$ cat config.mk
export PLATFORM = sky130hd
export DESIGN_NAME = pipe_stage_reg_flat
export DESIGN_NICKNAME = d
export VERILOG_FILES = /design/src/rtl/pipe_stage_reg_if.sv /design/src/rtl/pipe_stage_reg.sv /design/src/flat_wrapper.sv
export SDC_FILE = /design/constraint.sdc
export NUM_CORES = 1
export LEC_CHECK = 0
export CAP_MARGIN = 10
export CORE_ASPECT_RATIO = 2
export CORE_MARGIN = 8
export CORE_UTILIZATION = 43
export CTS_CLUSTER_DIAMETER = 50
export DETAILED_ROUTE_END_ITERATION = 6
export GPL_TIMING_DRIVEN = 0
export PLACE_DENSITY = 0.93
export SETUP_SLACK_MARGIN = 0.5
export SYNTH_ARGS = -nofsm -noshare
export SYNTH_HDL_FRONTEND = slang
export SYNTH_SLANG_ARGS = --single-unit
$ cat constraint.sdc
create_clock -name clk -period 3 [get_ports clk]
set_input_delay 0.75 -clock clk [delete_from_list [all_inputs] [get_ports clk]]
set_output_delay 0.75 -clock clk [all_outputs]
set_load 0.1 [all_outputs]
$ cat src/rtl/pipe_stage_reg_if.sv
// rtl/pipe_stage_reg_if.sv - valid/ready handshake bundle for one pipeline stage
//
// Purpose: groups the upstream and downstream handshake, control and payload
//          signals of pipe_stage_reg.
// Signals:
//   in_valid/in_ready/in_ctrl/in_data      upstream entry and stage readiness
//   out_valid/out_ready/out_ctrl/out_data  downstream entry and consumer readiness
// Modports:
//   slave   the stage itself (consumes in_*, produces out_*)
//   master  the surrounding pipeline (produces in_*, consumes out_*)
interface pipe_stage_reg_if #(
    parameter int CTRL_W = 8,
    parameter int DATA_W = 128
);
    logic              in_valid;
    logic              in_ready;
    logic [CTRL_W-1:0] in_ctrl;
    logic [DATA_W-1:0] in_data;
    logic              out_valid;
    logic              out_ready;
    logic [CTRL_W-1:0] out_ctrl;
    logic [DATA_W-1:0] out_data;

    modport slave (
        input  in_valid,
        input  in_ctrl,
        input  in_data,
        input  out_ready,
        output in_ready,
        output out_valid,
        output out_ctrl,
        output out_data
    );

    modport master (
        output in_valid,
        output in_ctrl,
        output in_data,
        output out_ready,
        input  in_ready,
        input  out_valid,
        input  out_ctrl,
        input  out_data
    );
endinterface

$ cat src/rtl/pipe_stage_reg.sv
// rtl/pipe_stage_reg.sv - inter-stage pipeline register with flush and stall
//
// Purpose: carries a control bundle and payload between pipeline stages with a
//          valid/ready handshake, synchronous flush and back-pressure stall.
//          Control bits are zeroed on flush (and on bubbles when BUBBLE_CLR=1)
//          so downstream sees no side effects from dead entries.
// Build option: define PIPE_STAGE_SKID_EN for a 2-entry skid buffer whose
//          in_ready comes from a flop; otherwise a single register whose
//          in_ready depends combinationally on out_ready.
// Ports:
//   clk        rising-edge clock
//   rst        asynchronous active-low reset
//   flush      synchronous kill of held and presented entries
//   bus        pipe_stage_reg_if.slave (in_* upstream, out_* downstream)
//   occupancy  number of held entries (0..1, or 0..2 with skid)
module pipe_stage_reg #(
    parameter int CTRL_W     = 8,
    parameter int DATA_W     = 128,
    parameter bit BUBBLE_CLR = 1'b1
) (
    input  logic                  clk,
    input  logic                  rst,
    input  logic                  flush,
    pipe_stage_reg_if.slave       bus,
    output logic [1:0]            occupancy
);

    logic              out_valid_q;
    logic [CTRL_W-1:0] out_ctrl_q;
    logic [DATA_W-1:0] out_data_q;
    logic              accept;
    logic              emit;

    assign bus.out_valid = out_valid_q;
    assign bus.out_ctrl  = out_ctrl_q;
    assign bus.out_data  = out_data_q;

    assign accept = bus.in_valid & bus.in_ready & ~flush;
    assign emit   = out_valid_q & bus.out_ready;

`ifdef PIPE_STAGE_SKID_EN
    logic              skid_valid_q;
    logic [CTRL_W-1:0] skid_ctrl_q;
    logic [DATA_W-1:0] skid_data_q;

    // Readiness only depends on the skid flop; rst gating keeps it low in reset.
    assign bus.in_ready = rst & ~skid_valid_q;
    assign occupancy    = {1'b0, out_valid_q} + {1'b0, skid_valid_q};

    always_ff @(posedge clk or negedge rst) begin
        if (!rst) begin
            out_valid_q  <= 1'b0;
            out_ctrl_q   <= '0;
            out_data_q   <= '0;
            skid_valid_q <= 1'b0;
            skid_ctrl_q  <= '0;
            skid_data_q  <= '0;
        end else if (flush) begin
            out_valid_q  <= 1'b0;
            out_ctrl_q   <= '0;
            skid_valid_q <= 1'b0;
            skid_ctrl_q  <= '0;
        end else if (accept) begin
            // accept implies the skid slot is empty
            if (!out_valid_q || emit) begin
                out_valid_q <= 1'b1;
                out_ctrl_q  <= bus.in_ctrl;
                out_data_q  <= bus.in_data;
            end else begin
                skid_valid_q <= 1'b1;
                skid_ctrl_q  <= bus.in_ctrl;
                skid_data_q  <= bus.in_data;
            end
        end else if (emit) begin
            if (skid_valid_q) begin
                out_ctrl_q   <= skid_ctrl_q;
                out_data_q   <= skid_data_q;
                skid_valid_q <= 1'b0;
            end else begin
                out_valid_q <= 1'b0;
                if (BUBBLE_CLR) begin
                    out_ctrl_q <= '0;
                end
            end
        end
    end
`else
    assign bus.in_ready = rst & (~out_valid_q | bus.out_ready);
    assign occupancy    = {1'b0, out_valid_q};

    always_ff @(posedge clk or negedge rst) begin
        if (!rst) begin
            out_valid_q <= 1'b0;
            out_ctrl_q  <= '0;
            out_data_q  <= '0;
        end else if (flush) begin
            // payload is left alone; only control must be neutralised
            out_valid_q <= 1'b0;
            out_ctrl_q  <= '0;
        end else if (accept) begin
            out_valid_q <= 1'b1;
            out_ctrl_q  <= bus.in_ctrl;
            out_data_q  <= bus.in_data;
        end else if (emit) begin
            out_valid_q <= 1'b0;
            if (BUBBLE_CLR) begin
                out_ctrl_q <= '0;
            end
        end
    end
`endif

endmodule

$ cat src/flat_wrapper.sv
// flat-port wrapper written by rule: the top's interface ports become plain ports
module pipe_stage_reg_flat 
#(
    parameter int CTRL_W     = 8,
    parameter int DATA_W     = 128,
    parameter bit BUBBLE_CLR = 1'b1
)
  (clk, rst, flush, occupancy, bus_in_valid, bus_in_ctrl, bus_in_data, bus_out_ready, bus_in_ready, bus_out_valid, bus_out_ctrl, bus_out_data);
  pipe_stage_reg_if #(.CTRL_W(CTRL_W), .DATA_W(DATA_W)) bus_i ();
  input  logic clk;
  input  logic rst;
  input  logic flush;
  output logic [1:0] occupancy;
  input wire logic [$bits(bus_i.in_valid)-1:0] bus_in_valid;
  input wire logic [$bits(bus_i.in_ctrl)-1:0] bus_in_ctrl;
  input wire logic [$bits(bus_i.in_data)-1:0] bus_in_data;
  input wire logic [$bits(bus_i.out_ready)-1:0] bus_out_ready;
  output wire logic [$bits(bus_i.in_ready)-1:0] bus_in_ready;
  output wire logic [$bits(bus_i.out_valid)-1:0] bus_out_valid;
  output wire logic [$bits(bus_i.out_ctrl)-1:0] bus_out_ctrl;
  output wire logic [$bits(bus_i.out_data)-1:0] bus_out_data;
  assign bus_i.in_valid = bus_in_valid;
  assign bus_i.in_ctrl = bus_in_ctrl;
  assign bus_i.in_data = bus_in_data;
  assign bus_i.out_ready = bus_out_ready;
  assign bus_in_ready = bus_i.in_ready;
  assign bus_out_valid = bus_i.out_valid;
  assign bus_out_ctrl = bus_i.out_ctrl;
  assign bus_out_data = bus_i.out_data;
  pipe_stage_reg #(.CTRL_W(CTRL_W), .DATA_W(DATA_W), .BUBBLE_CLR(BUBBLE_CLR)) u_core (.clk(clk), .rst(rst), .flush(flush), .bus(bus_i), .occupancy(occupancy));
endmodule
==> metrics.txt, run 1 <==
# rows=between 50 and 60; GP Congestion=0.7634; share of layout cells above drive strength 1=26.60%; TNS Setup=0 ns; Multi-input gate area=~2000 um2; Mapped Nets=approximately 440; initial drt markers=56; skew final=between 0.006 and 0.007 ns; pre-CTS setup slack=-0.4605 ns; fin util=just over 70%; CP endpoint kind=primary output; WP data required=roughly 2.3 ns; largest net degree at the start of global routing=between 70 and 80; DIE HEIGHT=around 180 um; # placed instances=approximately 730; H-tree Lvls=4; Synth Cell Area=5592 um2; clock slew at the register clock pins of the worst setup and hold paths=~0.06 ns; Overflow after GRT=0; Yosys warning total=0; initial antenna violation count=0; Max Buffers Root-to-Sink=2; die area=roughly 17000 um2; Fin Hold WS=between 0.3 and 0.4 ns; worst vdd ir=a little over 0.7 mV; post-CTS setup repair buffer count=0; die width=around 97 um; first-pass GRT wire length=between 20 and 30 mm; Antenna Nets Post-Route=0; Logic pwr share=approximately 47%; Core ar.=~13000 um2; met3 WL post-DR=roughly 2 mm; Initial Utilization=43.53%; Syn Area/Cell=about 19 um2; placed cell area=~8600 um2; R2R Setup Slk=about 1.3 ns; vias in the first global route=around 4500; DR DRC count=0; Critical Path Source Type=input pin; final worst slack=0.5111 ns; post-synthesis cell count=297; IO Pins=about 280; Hold Vio Cnt, Final=0; CTS tree=built; M1 wire length=roughly 7.1 mm; Reg power frac=between 20 and 30%; normalized max-slew margin=between 20% and 30%; uppermost routed layer=met4; ANT cells=0; CTS Hold Buffers Added=0; GRT Total Usage=roughly 20%; Yosys top cell area share=around three fifths; actual slew at the worst max-slew pin=~1.1 ns; total power=~8.7 mW; P_int=about 4.6 mW; post-route cell area=around 9100 um2; total number of vias=between 3000 and 4000; buffers added on ports=approximately 280; Layout area overhead=62.27%; worst path arrival time=1.74 ns; vias per cell=just under 5; clk_lat worst skew=about 0.40 ns; met2 wire len=just under 8 mm; synth unique cells=15; # clock sinks=~140; Yosys reg bits=~140; Tmin final=approximately 2.5 ns; drt wl/cell=roughly 23 um; final-layout fill cell count=863; register area share after synthesis=61.31%; Net Sw Frac=47.70%; Routed WL=around 17 mm; Final #Nets=between 700 and 800; top post-synthesis cells by area=dfrtp_1, mux2_4, mux2_1; Register Area=3428 um2; Non-Filler Instances=761; RSZ-0062 raised after global routing=true; largest area contributor in the netlist=dfrtp_1; Clock power frac=about a quarter; leakage=approximately 4.3 nW; DP HPWL=around 13 mm; critical path class=input pin to primary output; max-slew violations=0; Max FO, Critical Path=3; endpoints failing setup=0; TritonCTS buffer count=17; achievable frequency=approximately 0.40 GHz; status=finished, final reports clean; Root Buffer Master=clkbuf_16; drt first pass iters=4; Hold Crit Class=input pin to asynchronous set/reset pin; max_cap viols=0; Final period util=between 80% and 90%; pwr dens=just under 1000 nW/um2; P_sw=approximately 4.2 mW
==> cell usage in the layout, fill, tap and decap left out, drive strengths merged <==
master,instances
a221oi,1
a22o,8
and2,1
and4b,1
buf,19
bufinv,4
clkbuf,23
clkdlybuf4s15,2
clkdlybuf4s50,139
clkinv,5
clkinvlp,2
conb,1
dfrtp,137
dlygate4sd2,135
mux2,128
nand2b,1
nor2b,1
o21bai,1
==> Yosys cell counts <==
| master | instances |
|---|---|
| dfrtp_1 | 137 |
| mux2_4 | 100 |
| mux2_1 | 21 |
| buf_8 | 10 |
| a22o_1 | 8 |
| mux2_2 | 7 |
| buf_6 | 4 |
| buf_4 | 3 |
| a221oi_2 | 1 |
| and2_1 | 1 |
| and4b_4 | 1 |
| conb_1 | 1 |
| nand2b_1 | 1 |
| nor2b_1 | 1 |
| o21bai_1 | 1 |
==> path summary, 6_finish.rpt <==
check,startpoint,endpoint,cells after the start
min,rst,u_core.bus.out_data[104]$_DFFE_PN0P_,1
max in group asynchronous,rst,u_core.bus.out_data[125]$_DFFE_PN0P_,2
min reg2reg,u_core.bus.out_data[104]$_DFFE_PN0P_,u_core.bus.out_data[104]$_DFFE_PN0P_,1
min in group clk,u_core.bus.out_data[104]$_DFFE_PN0P_,u_core.bus.out_data[104]$_DFFE_PN0P_,1
max,bus_out_ready,bus_in_ready,4
max reg2reg,u_core.bus.out_valid$_DFFE_PN0P_,u_core.bus.out_data[84]$_DFFE_PN0P_,5
==> routing by layer <==
layer	vias to the layer above	track usage, %
li1	1657	-
met4	0	6.004
met3	15	11.07
met2	269	32.25
met5	-	0
met1	1812	23.79
==> power groups by stage <==
| stage | clock [mW] | sequential, mW | combinational, mW |
|---|---|---|---|
| after global routing | 2.33 | 2.47 | 4.19 |
| final | 2.20 | 2.43 | 4.09 |
| after global placement | 0 | 2.44 | 4.32 |
| after floorplan | 0 | 5.08 | 0.564 |
| after CTS | 2.24 | 2.43 | 4.12 |
| after detailed placement | 0 | 2.45 | 4.36 |
==> what timing repair did <==
item	in CTS	in global routing
setup endpoints to repair	139	3
gates resized for setup	146	9
pin swaps	0	0
==> worst max-delay path, cell delays in order <==
cell and delay (ns):
clkdlybuf4s50_1 0.49, nand2b_4 0.15, and2_2 0.17, buf_12 0.17
==> cell type report <==
type	instances	share of cell area [%]
plain buffers	17	2.399
clock buffers	21	4.964
clock inverters	11	1.889
multi-input cells	143	21.54
flip-flops and latches	137	37.78
well taps	152	2.096
repair buffers	280	29.33
==> registers in the layout, indices dropped and copies added, names as in the netlist <==
register / count
u_core.bus.out_valid: 1
u_core.bus.out_data: 128
u_core.bus.out_ctrl: 8
==> kinds of logic (layout without fill, tap and decap cells) <==
logic type | after synthesis | count (layout) | synth area share (%)
multiplexers | 128 | 128 | 32.49
AO/OA/AOI/OAI | 10 | 10 | 1.656
other | 1 | 1 | 0.06706
buffers and inverters | 17 | 329 | 3.893
flip-flops | 137 | 137 | 61.31
AND/OR/NAND/NOR | 4 | 4 | 0.5819
(Power assumes the default switching activity.)
==> run 2, diff against run 1 <==
CORE_UTILIZATION = 40   (was 43)
PLACE_DENSITY = 0.88   (was 0.93)
clock period = 2.6 ns   (was 3 ns; I/O delays follow)
==> run 2 against run 1 <==
Power rose by 18%. Critical path depth fell by 3. First-iteration DRC count rose by 23%. Wire length rose by 3.6%. Cell count rose by 5.5%. Die area rose by 6.5%. Sequential cell count did not move. Largest power group unchanged.
==> metrics.txt, run 2 (synthesized netlist as in run 1, its figures left out) <==
status=finished, final reports clean; DIE HEIGHT=between 150 and 200 um; GRT Total Usage=about 20%; endpoints failing setup=0; most common cell after layout, fill and taps aside=clkdlybuf4s50_1; cells along the critical path=clkdlybuf4s15_2; Hold Crit Class=input pin to asynchronous set/reset pin; fin util=a little under 70%; Initial Utilization=about 40%; Max Buffers Root-to-Sink=2; R2R Setup Slk=around 0.84 ns; DR DRC count=0; normalized max-slew margin=between 50% and 60%; Tmin final=between 2 and 2.5 ns; initial antenna violation count=2; total power=10.32 mW; Crit-path slowest cell=clkdlybuf4s15_2; Final period util=79.63%; achievable frequency=between 0.4 and 0.5 GHz; actual slew at the worst max-slew pin=between 0.7 and 0.8 ns; Core ar.=between 10000 and 15000 um2; critical path class=flop to primary output; CP bufs+invs=1; clk_lat worst skew=approximately 0.41 ns; leakage=about 4.2 nW; Fin Hold WS=~0.066 ns; drt first pass iters=4; Overflow after GRT=0; number of flip-flops in the largest register=about 130; CTS tree=built; share of layout cells above drive strength 1=49.84%; worst vdd ir=between 0.6 and 0.7 mV; H-tree Lvls=4; buffers added on ports=approximately 280; Hold Vio Cnt, Final=0; max_cap viols=0; RSZ-0062 raised after global routing=true; vias in the first global route=4509; Final #Nets=approximately 740; Max FO, Critical Path=5; GP Congestion=roughly 0.80; most frequent cells in the layout=clkdlybuf4s50_1, clkdlybuf4s15_2, dfrtp_1; Root Buffer Master=clkbuf_16; worst path arrival time=roughly 1.4 ns; die area=18250 um2; # clock sinks=approximately 140; drt wl/cell=~22 um; DP HPWL=13.29 mm; total number of vias=between 3000 and 4000; final-layout fill cell count=895; Layout area overhead=71.60%; skew final=0.003858 ns; IO Pins=~280; clock slew at the register clock pins of the worst setup and hold paths=about 0.06 ns; CP endpoint kind=primary output; largest net degree at the start of global routing=55; TritonCTS buffer count=17; vias per cell=roughly 4.7; Critical Path Max Stage Delay=~0.58 ns; max-slew violations=0; initial drt markers=a little under 70; Critical Path Source Type=flop; Antenna Nets Post-Route=0; Routed WL=roughly 18 mm; CP top delay family=buffers and inverters; # rows=61; die width=roughly 100 um; pwr dens=about 1100 nW/um2; first-pass GRT wire length=between 20 and 30 mm; WP data required=1.95 ns
==> run 2: cell types whose count changed in the layout (fill, tap and decap cells not counted), sizes merged, moves of 2 or more <==
cell / delta
clkdlybuf4s15: +135
bufbuf: +2
diode: +2
dlygate4sd2: -135
clkbuf: -2
buf: +3
==> run 2: where the power goes <==
| group | leakage, nW | total (mW) | internal [mW] | switching (mW) |
|---|---|---|---|---|
| sequential | 1.64 | 2.82 | 2.55 | 0.268 |
| combinational | 2.27 | 4.93 | 1.27 | 3.66 |
| clock | 0.304 | 2.56 | 1.67 | 0.890 |
==> run 2: area by class of cell <==
cell class                 instances  area (um2)  share of cell area, %
sequential                       137        3430                  35.74
multi-input combinational        143        1956                  20.38
clock inverter                    11       170.2                  1.773
timing repair buffer             284        3114                  32.46
buffer                            17       217.7                  2.269
tap                              189       236.5                  2.464
antenna                            2       5.005                0.05216
clock buffer                      20       466.7                  4.864
==> run 2: through the flow <==
stage | worst slack (ns) | TNS (ns) | area (um2) | std cells
global placement | -5.322 | -1197.09 | 8623 | 765
detailed placement | -0.9641 | -12.79 | 8652 | 766
CTS | 0.2648 | 0 | 9522 | 799
global route | 0.4794 | 0 | 9595 | 803
floorplan | 0.6776 | 0 | 5594 | 297
finish | 0.5297 | 0 | 9595 | 803
==> run 2: worst paths after layout <==
kind	cells past startpoint	startpoint	end
max	1	u_core.bus.out_valid$_DFFE_PN0P_	bus_out_valid
min	1	rst	u_core.bus.out_data[26]$_DFFE_PN0P_
max reg2reg	6	u_core.bus.out_valid$_DFFE_PN0P_	u_core.bus.out_data[36]$_DFFE_PN0P_
min reg2reg	1	u_core.bus.out_data[113]$_DFFE_PN0P_	u_core.bus.out_data[113]$_DFFE_PN0P_
max in group asynchronous	2	rst	u_core.bus.out_data[75]$_DFFE_PN0P_
min in group clk	1	u_core.bus.out_data[113]$_DFFE_PN0P_	u_core.bus.out_data[113]$_DFFE_PN0P_
==> run 2: layer usage <==
metal | routed length, um | up-vias | GRT usage, %
li1 | - | 1661 | -
met1 | 5947 | 1860 | 18.85
met5 | 0 | - | 0
met4 | 829 | 0 | 13.42
met2 | 10080 | 183 | 36.08
met3 | 1053 | 46 | 5.697
==> run 2: what timing repair did <==
action / in CTS / in global routing
hold buffers: 0 / 0
gates cloned: 2 / 1
setup endpoints to repair: 260 / 1
buffers inserted: 0 / 1
resized for setup: 423 / 9
